--- src/rtl/uart_pkg.sv ---
// Shared UART definitions: receiver FSM states, legal prescale ratios,
// default data width and the parity-type encoding used by both directions.
package uart_pkg;

  typedef enum logic [2:0] {
    ST_IDLE,
    ST_START,
    ST_DATA,
    ST_PARITY,
    ST_STOP
  } rx_state_t;

  localparam int PRESCALE_8  = 8;
  localparam int PRESCALE_16 = 16;
  localparam int PRESCALE_32 = 32;

  localparam int DATA_WD_DEF = 8;

  // PAR_TYP encoding
  localparam logic PAR_EVEN = 1'b0;
  localparam logic PAR_ODD  = 1'b1;

  function automatic logic maj3(input logic a, input logic b, input logic c);
    return (a & b) | (a & c) | (b & c);
  endfunction

endpackage

--- src/rtl/uart_rx_sampler.sv ---
// Per-bit edge counter with three-point majority sampling around mid-bit.
// The prescale ratio is captured on the start-edge detect and held for the frame.
module uart_rx_sampler
  import uart_pkg::*;
#(
  parameter int Prescale_Wd = 6
) (
  input  logic                   clk,
  input  logic                   rst,
  input  logic                   rx,
  input  logic                   start,
  input  logic                   en,
  input  logic                   clr,
  input  logic [Prescale_Wd-1:0] prescale,
  output logic                   bit_val,
  output logic                   bit_mid,
  output logic                   bit_end
);

  localparam logic [Prescale_Wd-1:0] ONE = Prescale_Wd'(1);

  logic [Prescale_Wd-1:0] p_q;
  logic [Prescale_Wd-1:0] edge_cnt;
  logic [Prescale_Wd-1:0] half;
  logic [Prescale_Wd-1:0] mid_at;
  logic [Prescale_Wd-1:0] last_at;
  logic                   s0;
  logic                   s1;

  assign half    = p_q >> 1;
  assign mid_at  = half + ONE;
  assign last_at = p_q - ONE;

  assign bit_mid = en && (edge_cnt == mid_at);
  assign bit_end = en && (edge_cnt == last_at);
  // Third sample is the live line value at P/2+1; decision made in that cycle
  assign bit_val = maj3(s0, s1, rx);

  always_ff @(posedge clk) begin
    if (rst) begin
      p_q      <= Prescale_Wd'(PRESCALE_8);
      edge_cnt <= '0;
      s0       <= 1'b1;
      s1       <= 1'b1;
    end else begin
      if (start) p_q <= prescale;
      if (clr || bit_end) edge_cnt <= '0;
      else if (en)        edge_cnt <= edge_cnt + ONE;
      if (edge_cnt == half - ONE) s0 <= rx;
      if (edge_cnt == half)       s1 <= rx;
    end
  end

endmodule

--- src/rtl/uart_rx.sv ---
// UART receiver: synchronizer, frame FSM, shift register and stop/parity checks.
// Parity support is compiled in with UART_RX_PARITY_EN.
module uart_rx
  import uart_pkg::*;
#(
  parameter int Data_Wd     = DATA_WD_DEF,
  parameter int Prescale_Wd = 6
) (
  input  logic                   CLK,
  input  logic                   RST,
  input  logic                   RX_IN,
  input  logic [Prescale_Wd-1:0] Prescale,
`ifdef UART_RX_PARITY_EN
  input  logic                   PAR_EN,
  input  logic                   PAR_TYP,
`endif
  output logic [Data_Wd-1:0]     P_DATA,
  output logic                   Data_Valid,
  output logic                   Par_Err,
  output logic                   Stp_Err
);

  localparam int BC_W = (Data_Wd > 1) ? $clog2(Data_Wd) : 1;

  rx_state_t          state_q;
  rx_state_t          state_d;
  logic [1:0]         sync_q;
  logic               rx_s;
  logic               start_det;
  logic               smp_en;
  logic               smp_clr;
  logic               bit_val;
  logic               bit_mid;
  logic               bit_end;
  logic [BC_W-1:0]    bit_cnt;
  logic               last_bit;
  logic [Data_Wd-1:0] shreg;
  logic               stp_bad;
  logic               par_fail;
  logic               done;
  logic               good;

  always_ff @(posedge CLK) begin
    if (RST) sync_q <= 2'b11;
    else     sync_q <= {sync_q[0], RX_IN};
  end
  assign rx_s = sync_q[1];

  assign start_det = (state_q == ST_IDLE) && !rx_s;
  assign smp_en    = (state_q != ST_IDLE) || start_det;
  // A start bit that votes high was a glitch: restart the edge counter
  assign smp_clr   = (state_q == ST_START) && bit_mid && bit_val;
  assign last_bit  = (bit_cnt == BC_W'(Data_Wd - 1));

  uart_rx_sampler #(
    .Prescale_Wd(Prescale_Wd)
  ) u_sampler (
    .clk     (CLK),
    .rst     (RST),
    .rx      (rx_s),
    .start   (start_det),
    .en      (smp_en),
    .clr     (smp_clr),
    .prescale(Prescale),
    .bit_val (bit_val),
    .bit_mid (bit_mid),
    .bit_end (bit_end)
  );

  always_ff @(posedge CLK) begin
    if (RST) state_q <= ST_IDLE;
    else     state_q <= state_d;
  end

  always_comb begin
    state_d = state_q;
    case (state_q)
      ST_IDLE:  if (!rx_s) state_d = ST_START;
      ST_START: begin
        if (bit_mid && bit_val) state_d = ST_IDLE;
        else if (bit_end)       state_d = ST_DATA;
      end
      ST_DATA: begin
        if (bit_end && last_bit) begin
`ifdef UART_RX_PARITY_EN
          state_d = PAR_EN ? ST_PARITY : ST_STOP;
`else
          state_d = ST_STOP;
`endif
        end
      end
`ifdef UART_RX_PARITY_EN
      ST_PARITY: if (bit_end) state_d = ST_STOP;
`endif
      ST_STOP:  if (bit_end) state_d = ST_IDLE;
      default:  state_d = ST_IDLE;
    endcase
  end

`ifdef UART_RX_PARITY_EN
  logic par_bad;
  always_ff @(posedge CLK) begin
    if (RST)                                        par_bad <= 1'b0;
    else if (start_det)                             par_bad <= 1'b0;
    else if ((state_q == ST_PARITY) && bit_mid)     par_bad <= bit_val ^ (^shreg) ^ PAR_TYP;
  end
  assign par_fail = par_bad;
`else
  assign par_fail = 1'b0;
`endif

  assign good = done && !stp_bad && !par_fail;

  // Results are registered one cycle after the STOP->IDLE transition
  always_ff @(posedge CLK) begin
    if (RST) begin
      bit_cnt    <= '0;
      shreg      <= '0;
      stp_bad    <= 1'b0;
      done       <= 1'b0;
      P_DATA     <= '0;
      Data_Valid <= 1'b0;
      Par_Err    <= 1'b0;
      Stp_Err    <= 1'b0;
    end else begin
      done       <= (state_q == ST_STOP) && bit_end;
      Data_Valid <= good;
      Par_Err    <= done && par_fail;
      Stp_Err    <= done && stp_bad;
      if (good) P_DATA <= shreg;
      if (start_det) bit_cnt <= '0;
      if (state_q == ST_DATA) begin
        if (bit_mid) shreg <= {bit_val, shreg[Data_Wd-1:1]};
        if (bit_end) bit_cnt <= bit_cnt + BC_W'(1);
      end
      if ((state_q == ST_STOP) && bit_mid) stp_bad <= !bit_val;
    end
  end

endmodule
--- config.mk ---
export PLATFORM = sky130hd
export DESIGN_NAME = uart_rx
export DESIGN_NICKNAME = d
export VERILOG_FILES = /design/src/rtl/uart_pkg.sv /design/src/rtl/uart_rx_sampler.sv /design/src/rtl/uart_rx.sv
export SDC_FILE = /design/constraint.sdc
export NUM_CORES = 1
export LEC_CHECK = 0
export ABC_AREA = 1
export CAP_MARGIN = 15
export CORE_MARGIN = 1.5
export CORE_UTILIZATION = 46
export DETAILED_ROUTE_END_ITERATION = 10
export HOLD_SLACK_MARGIN = 0.12
export PLACE_DENSITY = 0.71
export SLEW_MARGIN = 25
export SYNTH_ARGS = -nofsm -noshare
export SYNTH_HDL_FRONTEND = slang
export SYNTH_SLANG_ARGS = --single-unit
--- constraint.sdc ---
create_clock -name CLK -period 2.1 [get_ports CLK]
set_input_delay 0.42 -clock CLK [delete_from_list [all_inputs] [get_ports CLK]]
set_output_delay 0.42 -clock CLK [all_outputs]
set_load 0.1 [all_outputs]
Word level (Yosys, flattened, before mapping)
Cells that the tools add are included.

operators by class
  $add $sub $neg = 5
  $mul = 0
  divide/modulo/power cells = 0
  magnitude comparators = 0
  equality and inequality tests = 12
  shift-type cells = 0
  muxes and demuxes = 9
  bitwise logic cells = 5
  reductions and logical operators = 21

operators with widths
  operator                                                                  number
  3-bit 2-to-1 mux                                                          8
  6-bit == test                                                             3
  3-bit case mux with 4 select lines                                        1
  1-bit logical AND                                                         11
  5-bit by 1-bit adder with 6-bit output (second input constant)            1
  6-bit by 1-bit adder with 6-bit output (second input constant)            1
  3-bit == test (second input constant)                                     2
  6-bit by 5-bit == test with 1-bit output                                  1
  2-bit inequality test (second input constant)                             3
  5-bit by 1-bit subtractor with 6-bit output (second input constant)       1
  6-bit by 1-bit subtractor with 6-bit output (second input constant)       1
  4-bit AND reduction                                                       1
  3-bit by 1-bit adder with 3-bit output (second input constant)            1
  1-bit bitwise AND                                                         3
  3-bit by 1-bit == test with 1-bit output (second input constant)          1
  3-bit by 2-bit == test with 1-bit output (second input constant)          1
  1-bit zero test                                                           3
  3-bit zero test                                                           1
  3-bit by 2-bit inequality test with 1-bit output (second input constant)  1
  3-bit nonzero test                                                        1
  1-bit logical OR                                                          2
  1-bit bitwise OR                                                          2
  2-bit AND reduction                                                       1
  2-bit OR reduction                                                        1

word-level totals
  register bits after elaboration = 42
  bits in latches = 0
  bits in writable memories = 0
  memory bits (read-only) = 0
  input bits = 9
  output and inout port bits = 11
  memories kept = 0

Longest topological paths before layout
  word-level depth = 8
  depth in mapped cells = 15

Hierarchy
A second synthesis with hierarchy kept.

unflattened totals
  cell total of the unflattened synthesis = 335
  area, all modules = 2,259.7 um^2

modules (own cells, without submodules)
  module           instances  cells each  area an instance (um^2)  sequential area each (um^2)
  uart_rx_sampler  1          195         1,131.1                  280.3
  uart_rx          1          140         1,128.6                  560.5

Worst setup path before layout
OpenSTA, ideal clock, no wires.

  path kind = register to register
  start point = register u_sampler.p_q[2]
  end point = register shreg[5]
  arrival = 1,772 ps
  data required time = 1,983 ps
  slack = 212 ps
  stages on the path, launching flop included = 15
  clock period less this slack = 1,888 ps
  path through = dfxtp_1 -> inv_1 -> ha_1 -> inv_1 -> nand2_1 -> nand3_1 -> nor2_1 -> nand2_2 -> nor2_2 -> and2_4 -> buf_6 -> nand2_4 -> buf_6 -> o21ai_1 -> a21oi_1

on the way
  word-level cells in the longest chain between the ends = 4

RTL lines
  element                                 RTL line               text
  start: declaration                      uart_rx_sampler.sv:22  logic [Prescale_Wd-1:0] p_q;
  start signal: assignment                uart_rx_sampler.sv:41  p_q <= Prescale_Wd'(PRESCALE_8);
  start signal: assignment                uart_rx_sampler.sv:46  if (start) p_q <= prescale;
  5-bit by 1-bit adder with 6-bit output  uart_rx_sampler.sv:31  assign mid_at = half + ONE;
  6-bit == test                           uart_rx_sampler.sv:34  assign bit_mid = en && (edge_cnt == mid_at);
  1-bit logical AND                       uart_rx_sampler.sv:34
  2-bit AND reduction (no source line)    -
  end signal: assignment                  uart_rx.sv:133         if (bit_mid) shreg <= {bit_val, shreg[Data_Wd-1:1]};
  end: declaration                        uart_rx.sv:37          logic [Data_Wd-1:0] shreg;

Every way passes these cells.
A chain may end at the register's enable or synchronous reset.

Worst setup path in the final report
  start point = register u_sampler.p_q[0]
  end point = register bit_cnt[1]

on the way
  word-level cells in the longest chain between the ends = 5

RTL lines
  element                                      RTL line               text
  6-bit by 1-bit subtractor with 6-bit output  uart_rx_sampler.sv:32  assign last_at = p_q - ONE;
  6-bit == test                                uart_rx_sampler.sv:35  assign bit_end = en && (edge_cnt == last_at);
  1-bit logical AND                            uart_rx_sampler.sv:35
  3-bit 2-to-1 mux                             uart_rx.sv:134         if (bit_end) bit_cnt <= bit_cnt + BC_W'(1);
  3-bit 2-to-1 mux                             uart_rx.sv:132         if (state_q == ST_DATA) begin
  end signal: assignment                       uart_rx.sv:134
  end: declaration                             uart_rx.sv:35          logic [BC_W-1:0] bit_cnt;

Every way passes these cells.

==> impl_metrics.toml <==
[status]
outcome = "finished clean"

[floorplanning]
core_area_sq_um = 4690
die_area_sq_um = 5280
die_x_um = 72.7
initial_core_util = 0.476
rows = 25
fp.dieH_um = 72.7
io_pins = 20

[detailed_routing]
drc = 0
first_iter_violations = 103
wire_per_inst_um = 12.1
vias_per_cell = 5.10
drt_pre_antenna_iters = 4
drt_wl_total_um = 4690
vias = 1979
detail-route-antenna-nets = 0

[finish]
fin_area_sq_um = 2550
area_growth_pct = 14.3
nFillCells = 465
final_nets = 349
layout_commonest_cell = "nand2_1"
layout-drive-gt1-share = 0.171
final_cell_mix = "nand2_1 (61), dfxtp_1 (40), inv_1 (35)"
n_antenna_cell = 0

[sta]
skew_ns = 0.00410
postLayoutSetupSlackWorst_ns = 0.194
drv_slew = 0
finalCritPeriodShare = 0.907
hold_slack_ns = 0.427
finalSetupTns_ns = 0
rsz0062_at_grt = "false"
max_freq_mhz = 525
setup_viol = 0
hold_violations = 0
fin_crit_ns = 1.91

[clocking]
root_buffer = "clkbuf_8"
cts_tree = "built"
clock-sinks = 42
holdBufCountCts = 0
numCtsBuffers = 5
clock_latency_ns = 0.30
clock_tree.buffer_depth = 2
clkTransAtPathRegs_ns = 0.08
cts_htree_levels = 2

[placement]
place_congestion = 0.896
placed_area_sq_um = 2440
port_buffers = 18
dpl.hpwl_um = 3470
pre_cts_slack_ns = 0.147

[critical_path]
worstSetupPathType = "flip-flop to flip-flop"
cp_max_fo = 5
worstPathRequired_ns = 2.29
worstSetupEndpointType = "flip-flop"
arrival_ns = 2.10
crit_path_start_kind = "flip-flop"

[logic_synthesis]
yosysSeqAreaShare = 0.376
synth_cell_types = 36
synth_seq_cells = 42
synth_fp_nets = 328
ys.flop_type = "dfxtp_1"
synth-async-reset-ratio = 0
netlist_instances = 312
ys_warn_count = 0
syn-cell-area_sq_um = 2230
synth-edff-count = 0
syn_area_per_cell_sq_um = 7.16

[pwr]
swShare = 0.340
comb_power_share = 0.262
ir_drop_v = 0.000388
p_int_mw = 1.42
p_clk_frac = 0.305
p_sw_mw = 0.731
power.share.sequential = 0.434
power.density_nw_per_um2 = 841
power_mw = 2.15
p_leak_nw = 1.15

[grt]
grt_use_met1 = 0.265
antenna_found_initial = 0
grt_start_max_net_pins = 15
gr-total-overflow = 0
grt.met2_usage = 0.302
busiest_layer = "met2"
grt_pass1_wl_um = 7830
grtUsageTotal = 0.190
use_met3 = 0.0428
grt_pass1_vias = 1716

[worst_hold_path]
hp-class = "flip-flop to flip-flop"

[run]
drv_cap = 0
power by group through the flow:
stage               combinational (mW)  clock (mW)  sequential [mW]
floorplan                        0.453           0            0.927
global placement                 0.547           0            0.944
detailed placement               0.557           0            0.945
CTS                              0.560       0.669            0.927
global route                     0.632       0.709            0.939
finish                           0.562       0.654            0.930
cell type report:
class / instances / area (sq um) / area share
clock buffer: 5 / 68.8 / 0.0270
clock inverter: 3 / 43.8 / 0.0172
inverter: 41 / 154 / 0.0603
multi-input combinational: 220 / 1180 / 0.463
sequential: 42 / 843 / 0.330
tap: 54 / 67.6 / 0.0265
timing repair buffer: 23 / 193 / 0.0755
sequential cells by signal, summed over array words and instances, names as in the netlist, 2 cells and up:
name	count
u_sampler.edge_cnt	6
u_sampler.p_q	6
sync_q	2
state_q	3
bit_cnt	3
shreg	8
P_DATA	8
logic make-up after synthesis:
logic type / after synthesis / synth area share
other: 1 / 0.00168
XOR/XNOR: 6 / 0.0235
adder cells (fa/ha/maj): 7 / 0.0392
buffers and inverters: 50 / 0.0941
AND/OR/NAND/NOR: 144 / 0.309
AO/OA/AOI/OAI: 62 / 0.156
flip-flops: 42 / 0.376
metal layers:
layer | wire length (um) | share of wire
met2 | 2030 | 0.43
met4 | 47 | 0.010
met3 | 184 | 0.039
met1 | 2420 | 0.52
met5 | 0 | 0
critical path, cell delays in order (launching register included):
cell	delay [ns]
dfxtp_2	0.36
inv_1	0.06
ha_1	0.31
inv_1	0.06
nand2_1	0.04
nand2_1	0.08
nand2_1	0.05
nor2_1	0.10
nand2_1	0.07
nor2_2	0.12
nand2_2	0.13
nor2_4	0.18
nor2_2	0.07
a22oi_2	0.12
nor2_1	0.05
synth_stat cells, types with 2 or more instances:
master	count	area, sq um
o211ai_1	2	15.0
inv_1	36	135
or2_2	3	18.8
o21ai_0	22	110
nand4_1	2	12.5
ha_1	7	87.6
a21oi_1	30	150
inv_2	4	15.0
a21oi_2	2	17.5
buf_4	2	15.0
nand2_1	61	229
buf_6	2	22.5
nor3_1	6	30.0
nor2_4	2	22.5
nand2_2	7	43.8
nor2_1	28	105
clkbuf_1	5	18.8
nor2_2	3	18.8
nand3_2	3	30.0
dfxtp_1	42	841
xor2_1	5	43.8
nand3_1	24	120
metrics by stage:
step                instances  utilization
floorplan                 312            -
global placement          380        0.519
detailed placement        380        0.519
CTS                       388        0.543
global route              388        0.544
finish                    388        0.544
repair_timing:
item | in CTS | in global routing
buffers inserted | 0 | 0
endpoints found under the setup margin | 0 | 16
resized for setup | 0 | 4
worst paths after layout:
check	startpoint	end	slack, ns	cells past startpoint
max	u_sampler.p_q[0]$_SDFFE_PP0P_	bit_cnt[1]$_SDFF_PP0_	0.19	14
min	sync_q[0]$_SDFF_PP1_	sync_q[1]$_SDFF_PP1_	0.43	1
max reg2reg	u_sampler.p_q[0]$_SDFFE_PP0P_	bit_cnt[1]$_SDFF_PP0_	0.19	14
min reg2reg	sync_q[0]$_SDFF_PP1_	sync_q[1]$_SDFF_PP1_	0.43	1
Note: power is estimated with default switching activity, not from simulation.
